File: src/rtl/fetch_unit.sv
// fetch_unit: in-order instruction fetch into a small circular buffer.
// Ports: clk, rst_n (async, active-low); instr_addr/instr = memory port;
//        redirect_valid/redirect_pc = flush and restart;
//        out_valid/out_ready/out_instr/out_pc = head entry to decode;
//        misalign_err = pulse after a redirect with unaligned target.
module fetch_unit #(
    parameter logic [31:0] RESET_PC = 32'h0000_0000,
    parameter int          DEPTH    = 2
) (
    input  logic        clk,
    input  logic        rst_n,
    output logic [31:0] instr_addr,
    input  logic [31:0] instr,
    input  logic        redirect_valid,
    input  logic [31:0] redirect_pc,
    output logic        out_valid,
    input  logic        out_ready,
    output logic [31:0] out_instr,
    output logic [31:0] out_pc,
    output logic        misalign_err
);

    localparam int PW = (DEPTH > 1) ? $clog2(DEPTH) : 1;
    localparam int CW = $clog2(DEPTH + 1);

    logic [31:0]   fetch_pc_q, fetch_pc_d;
    logic [CW-1:0] count_q, count_d;
    logic [PW-1:0] head_q, head_d;
    logic [PW-1:0] tail_q, tail_d;
    logic [31:0]   pc_buf_q    [DEPTH];
    logic [31:0]   instr_buf_q [DEPTH];
    logic          misalign_q;

    logic push;
    logic pop;

    function automatic logic [PW-1:0] ptr_inc(input logic [PW-1:0] p);
        return (p == PW'(DEPTH - 1)) ? '0 : p + 1'b1;
    endfunction

    assign out_valid = (count_q != '0);
    // Redirect blocks both sides of the buffer for the cycle it is sampled.
    assign pop  = out_valid && out_ready && !redirect_valid;
    assign push = !redirect_valid && ((count_q < CW'(DEPTH)) || pop);

    always_comb begin
        fetch_pc_d = fetch_pc_q;
        count_d    = count_q;
        head_d     = head_q;
        tail_d     = tail_q;
        if (redirect_valid) begin
            fetch_pc_d = {redirect_pc[31:2], 2'b00};
            count_d    = '0;
            head_d     = '0;
            tail_d     = '0;
        end else begin
            if (push) begin
                // Natural 32-bit wrap at the top of the address space.
                fetch_pc_d = fetch_pc_q + 32'd4;
                tail_d     = ptr_inc(tail_q);
            end
            if (pop) begin
                head_d = ptr_inc(head_q);
            end
            unique case ({push, pop})
                2'b10:   count_d = count_q + 1'b1;
                2'b01:   count_d = count_q - 1'b1;
                default: count_d = count_q;
            endcase
        end
    end

    always_ff @(posedge clk or negedge rst_n) begin
        if (!rst_n) begin
            fetch_pc_q <= RESET_PC;
            count_q    <= '0;
            head_q     <= '0;
            tail_q     <= '0;
            misalign_q <= 1'b0;
        end else begin
            fetch_pc_q <= fetch_pc_d;
            count_q    <= count_d;
            head_q     <= head_d;
            tail_q     <= tail_d;
            misalign_q <= redirect_valid && (redirect_pc[1:0] != 2'b00);
        end
    end

    always_ff @(posedge clk or negedge rst_n) begin
        if (!rst_n) begin
            for (int i = 0; i < DEPTH; i++) begin
                pc_buf_q[i]    <= '0;
                instr_buf_q[i] <= '0;
            end
        end else if (push) begin
            pc_buf_q[tail_q]    <= fetch_pc_q;
            instr_buf_q[tail_q] <= instr;
        end
    end

    assign instr_addr   = fetch_pc_q;
    assign out_pc       = pc_buf_q[head_q];
    assign out_instr    = instr_buf_q[head_q];
    assign misalign_err = misalign_q;

endmodule

File: config.mk
export PLATFORM = sky130hd
export DESIGN_NAME = fetch_unit
export DESIGN_NICKNAME = d
export VERILOG_FILES = /design/src/rtl/fetch_unit.sv
export SDC_FILE = /design/constraint.sdc
export NUM_CORES = 1
export LEC_CHECK = 0
export CAP_MARGIN = 20
export CORE_UTILIZATION = 30
export DETAILED_ROUTE_END_ITERATION = 7
export PLACE_DENSITY = 0.49
export SLEW_MARGIN = 20
export SYNTH_ARGS = -nofsm -noshare
export SYNTH_HDL_FRONTEND = slang
export SYNTH_SLANG_ARGS = --single-unit
File: constraint.sdc
create_clock -name clk -period 3 [get_ports clk]
set_input_delay 0.3 -clock clk [delete_from_list [all_inputs] [get_ports clk]]
set_output_delay 0.3 -clock clk [all_outputs]
set_load 0.005 [all_outputs]
==> results of run 1 <==
critical path, cell delays in order (launching register included):
cell and delay (ns):
dfrtp_4 0.79, buf_12 0.29, mux2_2 0.36, clkdlybuf4s50_1 0.48
placed cells by master, fill, tap and decap left out, types with 14 or more instances in the layout:
cell and instances:
mux2_2 186, clkdlybuf4s50_1 160, dfrtp_1 158, nor2_1 22, nand2_1 22, clkbuf_16 17, o21ai_0 16, nand3_1 16
a31oi_1 16, or4_1 14
layout make-up:
class                   instances  share of cell area [%]
inverters                       7                   0.262
well taps                     324                    4.04
flip-flops and latches        159                    39.7
repair buffers                175                    17.6
multi-input cells             370                    32.4
clock buffers                  21                    4.59
clock inverters                10                    1.37
per-layer routing:
layer / GRT usage (%) / wire [um]
met1: 20.0 / 8540
met2: 26.1 / 9350
met3: 3.39 / 797
met4: 5.59 / 367
met5: 0 / 0
flip-flops by register name, summed over array words and instances, names as in the netlist:
name          count
count_q           2
tail_q            1
head_q            1
instr_buf_q      64
pc_buf_q         60
instr_addr       30
misalign_err      1
Yosys cell counts (2+ instances only):
library cell / n
buf_4: 4
nand2_1: 22
and2_1: 2
nor2_1: 22
o21ai_0: 16
a21oi_1: 3
o31ai_1: 10
dfrtp_1: 159
o211ai_1: 7
and4_1: 4
xor2_1: 4
xnor2_1: 6
inv_1: 7
or3_1: 5
a31oi_1: 16
nand4_1: 5
ha_1: 2
o2111ai_1: 7
or4_1: 14
mux2_2: 186
clkbuf_1: 21
nand3_1: 16
and3_1: 4
buf_2: 16
how the worst max path moves through the flow:
stage | from | end | slack, ns | cells after the start
floorplan | count_q[1] | instr_buf_q[0] | 0.50 | 10
global placement | count_q[1] | pc_buf_q[28] | 0.59 | 6
detailed placement | count_q[1] | pc_buf_q[26] | 0.55 | 6
CTS | head_q | out_pc[5] | 0.27 | 3
global route | head_q | out_instr[6] | 0.23 | 3
finish | head_q | out_instr[6] | 0.33 | 3
report_power, final:
| group | internal, mW | switching, mW |
|---|---|---|
| logic | 2.66 | 1.33 |
| clock network | 1.35 | 0.867 |
| registers | 3.07 | 0.611 |
| total | 7.07 | 2.81 |
stage by stage:
step                      cell area (um^2)  setup slack (ns)  hold slack, ns
after floorplan                       7430             0.503         0.00441
after global placement                9430             0.586           0.343
after detailed placement              9430             0.546           0.352
after CTS                            10000             0.273           0.439
after global routing                 10000             0.231           0.444
final                                10000             0.325           0.441
what timing repair did:
action	in CTS	in global routing
endpoints found under the hold margin	68	0
endpoints found under the setup margin	0	0
hold buffers	1	0
cells by family after synthesis:
group / after synthesis
and+or+nand+nor: 101
AOI/OAI and AO/OA: 66
other: 1
xor gates and xnor gates: 10
adders and majority gates: 2
DFF: 159
muxes: 187
buffers and inverters: 48
==> flow_summary.toml, run 1 <==
[run_status]
status = "finished clean"

[placed_design]
place_hpwl_mm = 13.1
gp_congestion = 0.735
portBuffers = 161
place_inst = 1034

[die]
core-area_um2 = 24300
dieArea_um2 = 25400
io_pins = 166
die_width_um = 159
initial_utilization_pct = 30.5
core.rowCount = 57
die_h_um = 159

[finish]
postLayoutCoreUtil_pct = 41.3
fillCellCount = 2312
diodes = 0
final-seq-area_um2 = 3980
finalNonFillerCells = 1066
drive_above_1_share_pct = 31.9
multiInputGateArea_um2 = 3250
area_growth_pct = 35.2
fin_nets = 800

[sta]
finalHoldViolations = 0
setup_violations = 0
max_freq_mhz = 374
relSlewSlack_pct = 53.5
slew_violations = 0
finalCritPeriodShare_pct = 89.2
worstMarginPinSlew_ns = 0.698
rsz0062_at_grt = "no"
clock_skew_ns = 0.00717
tns_ns = 0
period_minus_slack_ns = 2.67

[worst_setup_path]
criticalPathCategory = "reg2out"
cp.arrival_ns = 2.37
startpoint_type = "register"
reg2reg_to = "pc_buf_q[26]"
cp_max_fo = 33
reg2reg_from = "count_q[1]"
endpoint_kind = "output pin"
r2r_cells = 6
rrSetupSlack_ns = 0.54
crit_required_ns = 2.70

[grt]
grt_pass1_wl_mm = 30.9
grt_usage_pct = 15.7
grt_pass1_vias = 5509
antenna_found_initial = 0
overflow = 0
grt_max_degree = 71

[clocking]
post_cts_resized = 0
cts_tree = "yes"
cts_buffers = 17
clk_pin_slew_ns = 0.06
cts.path.max_buffers = 2
cts_root_buffer = "clkbuf_16"
clock-sinks = 159
insertion_delay_ns = 0.42
post-cts-setup-buffers = 0
htreeDepth = 4

[yosys]
synth-compound-area-share_pct = 6.14
synthSimpleGateAreaFrac_pct = 7.42
synthCells = 574
synth-adder-area-share_pct = 0.337
synth_async_sr_flop_share_pct = 100
yosysWarnings = 0
ys_seq_area_share_pct = 53.6
avgSynthCellArea_um2 = 12.9
synth_xor_area_share_pct = 1.18
ys_types = 40
synth_top_cell_area_share_pct = 53.6
synth-seq-cells = 159
synthMuxAreaShare_pct = 28.4
synth.largest_area_cell = "dfrtp_1"
synth-main-ff-cell = "dfrtp_1"
synth_edf_count = 0
synth_top_family_by_area = "multiplexers"
syn_area_um2 = 7420
ys_top_cells_by_area = "dfrtp_1, mux2_2, or4_1"

[drt]
drtIter0Drc = 185
dr.pass1.iters = 4
via_count = 5182
drc = 0
totalWireLength_mm = 19.1
via_per_inst = 4.86
ant_nets = 0
wl_per_cell_um = 17.9

[worst_hold_path]
min_path_type = "in2async"

[flow_run]
cap_violations = 0

[power_and_ir_drop]
vdd_drop_max_mv = 0.344
pwr_density_cell_nw_per_um2 = 984
cellLeakagePower_nw = 3.90
totalPowerFinal_mw = 9.88
No activity file was read; power rests on OpenSTA's default activity.
==> run 2: changes to the inputs <==
--- a/config.mk
+++ b/config.mk
@@ -9,6 +9,7 @@
 export CORE_UTILIZATION = 30
 export DETAILED_ROUTE_END_ITERATION = 7
 export PLACE_DENSITY = 0.49
+export SKIP_LAST_GASP = 1
 export SLEW_MARGIN = 20
 export SYNTH_ARGS = -nofsm -noshare
 export SYNTH_HDL_FRONTEND = slang
==> results of run 2 <==
Same layout as run 1: the final DEF is identical, and so are final timing and power.
==> run 3: changes to the inputs <==
--- a/config.mk
+++ b/config.mk
@@ -6,6 +6,7 @@
 export NUM_CORES = 1
 export LEC_CHECK = 0
 export CAP_MARGIN = 20
+export CORE_MARGIN = 8
 export CORE_UTILIZATION = 30
 export DETAILED_ROUTE_END_ITERATION = 7
 export PLACE_DENSITY = 0.49
==> flow_summary.toml, run 3 (same netlist as run 1, synthesis figures left out) <==
[run_status]
status = "finished clean"

[grt]
antenna_found_initial = 0
overflow = 0
grt_pass1_wl_mm = 33.7
grt_max_degree = 58
grt_usage_pct = 14.2
grt_pass1_vias = 5741

[power_and_ir_drop]
p_int_mw = 7.02
clock_power_share_pct = 21.5
p_switching_mw = 2.87
pwr_density_cell_nw_per_um2 = 984
pwr-share-comb_pct = 41.5
seqPwrFrac_pct = 37.0
vdd_drop_max_mv = 0.336
cellLeakagePower_nw = 3.92
switching_share_pct = 29.0

[worst_hold_path]
min_path_type = "in2async"

[finish]
largest-register = "instr_buf_q"
finalNonFillerCells = 1071
diodes = 0
postLayoutCoreUtil_pct = 41.3
final_cell_mix = "mux2_2, clkdlybuf4s50_1, dfrtp_1"
final_area_um2 = 10000
fin_nets = 805
fillCellCount = 2284
drive_above_1_share_pct = 32.4
final_common_cell = "mux2_2"
largest_reg_flops = 64
area_growth_pct = 35.4

[die]
core.rowCount = 57
initial_utilization_pct = 30.5
io_pins = 166
dieArea_um2 = 30000
core-area_um2 = 24300
die_h_um = 173
die_width_um = 173

[placed_design]
place_inst = 1039
gp_congestion = 0.758
dpl_cell_area_um2 = 9470
place_hpwl_mm = 15.0
portBuffers = 161

[worst_setup_path]
criticalPathCategory = "reg2out"
cp.arrival_ns = 2.32
slowest_stage = "dfrtp_4"
slowest_delay_ns = 0.74
crit_required_ns = 2.70
startpoint_type = "register"
crit_path_cell_trace = "buf_4 > mux2_2 > clkdlybuf4s50_1"
endpoint_kind = "output pin"
cp_max_fo = 30

[drt]
wl_per_cell_um = 19.6
dr.pass1.iters = 4
via_count = 5267
ant_nets = 0
via_per_inst = 4.92
drc = 0
drtIter0Drc = 269
totalWireLength_mm = 21.0

[clocking]
cts_buffers = 17
insertion_delay_ns = 0.42
post_cts_resized = 0
htreeDepth = 4
cts_tree = "yes"
clock-sinks = 159
cts.path.max_buffers = 2
cts_root_buffer = "clkbuf_16"
clk_pin_slew_ns = 0.06

[sta]
max_freq_mhz = 382
slew_violations = 0
setup_violations = 0
period_minus_slack_ns = 2.62
rsz0062_at_grt = "no"
relSlewSlack_pct = 53.7
worstMarginPinSlew_ns = 0.678
clock_skew_ns = 0.00998
finalCritPeriodShare_pct = 87.3
tns_ns = 0
finalHoldViolations = 0

[flow_run]
cap_violations = 0
[run 3: cell count changes in the layout (fill, tap and decap cells not counted)]
cell        previous run  this run
buf_4                  9        14
clkinv_2               3         4
bufinv_16              3         2
clkinv_4               2         3
clkinvlp_4             2         1
[run 3: per-stage QoR]
stage | hold slack [ns] | worst slack [ns] | power, mW
3_5_place_dp | 0.326 | 0.573 | 7.89
2_1_floorplan | 0.00441 | 0.503 | 5.72
5_1_grt | 0.452 | 0.236 | 10.5
6_report | 0.431 | 0.380 | 9.89
3_3_place_gp | 0.313 | 0.607 | 7.78
4_1_cts | 0.446 | 0.288 | 10.1
[run 3: cell type report]
class	count	area (um^2)	share of cell area [%]
Timing Repair Buffer	180	1810	18.0
Tap cell	324	405	4.03
Sequential cell	159	3980	39.6
Clock buffer	21	460	4.58
Clock inverter	10	114	1.13
Multi-Input combinational cell	370	3250	32.4
Inverter	7	26.3	0.261
[run 3: worst paths after layout]
check / end / slack [ns] / startpoint / depth (start not counted)
worst max register to register: instr_addr[17] / 0.54 / count_q[1] / 6
min in group clk: misalign_err / 0.47 / redirect_pc[0] / 3
worst min-delay path: pc_buf_q[16] / 0.43 / rst_n / 2
worst min register to register: instr_buf_q[23] / 0.50 / instr_buf_q[23] / 1
max in group asynchronous: instr_buf_q[14] / 1.63 / rst_n / 3
worst max-delay path: out_instr[6] / 0.38 / head_q / 3
[run 3: timing repair]
action	4_1_cts	5_1_grt
setup buffers	0	0
endpoints found under the setup margin	0	0
hold buffers	1	0
endpoints found under the hold margin	54	0
[run 3: power by group through the flow]
stage          Sequential, mW  Clock (mW)  Combinational, mW
5_1_grt                  3.81        2.30               4.44
3_5_place_dp             3.71           0               4.19
3_3_place_gp             3.64           0               4.13
6_report                 3.66        2.13               4.10
2_1_floorplan            3.44           0               2.29
4_1_cts                  3.68        2.19               4.21
[run 3: critical path: cells and delay by family, from the launching register on]
family | cells | cell delay, ns
buf+inv | 2 | 0.79
flops | 1 | 0.74
mux | 1 | 0.37
[run 3: per-layer routing]
layer / vias up / share of wire (%) / GRT usage, %
li1: 2424 / - / -
met1: 2701 / 45 / 17.9
met2: 126 / 49 / 23.9
met3: 16 / 4.2 / 3.18
met4: 0 / 1.6 / 4.10
met5: - / 0 / 0
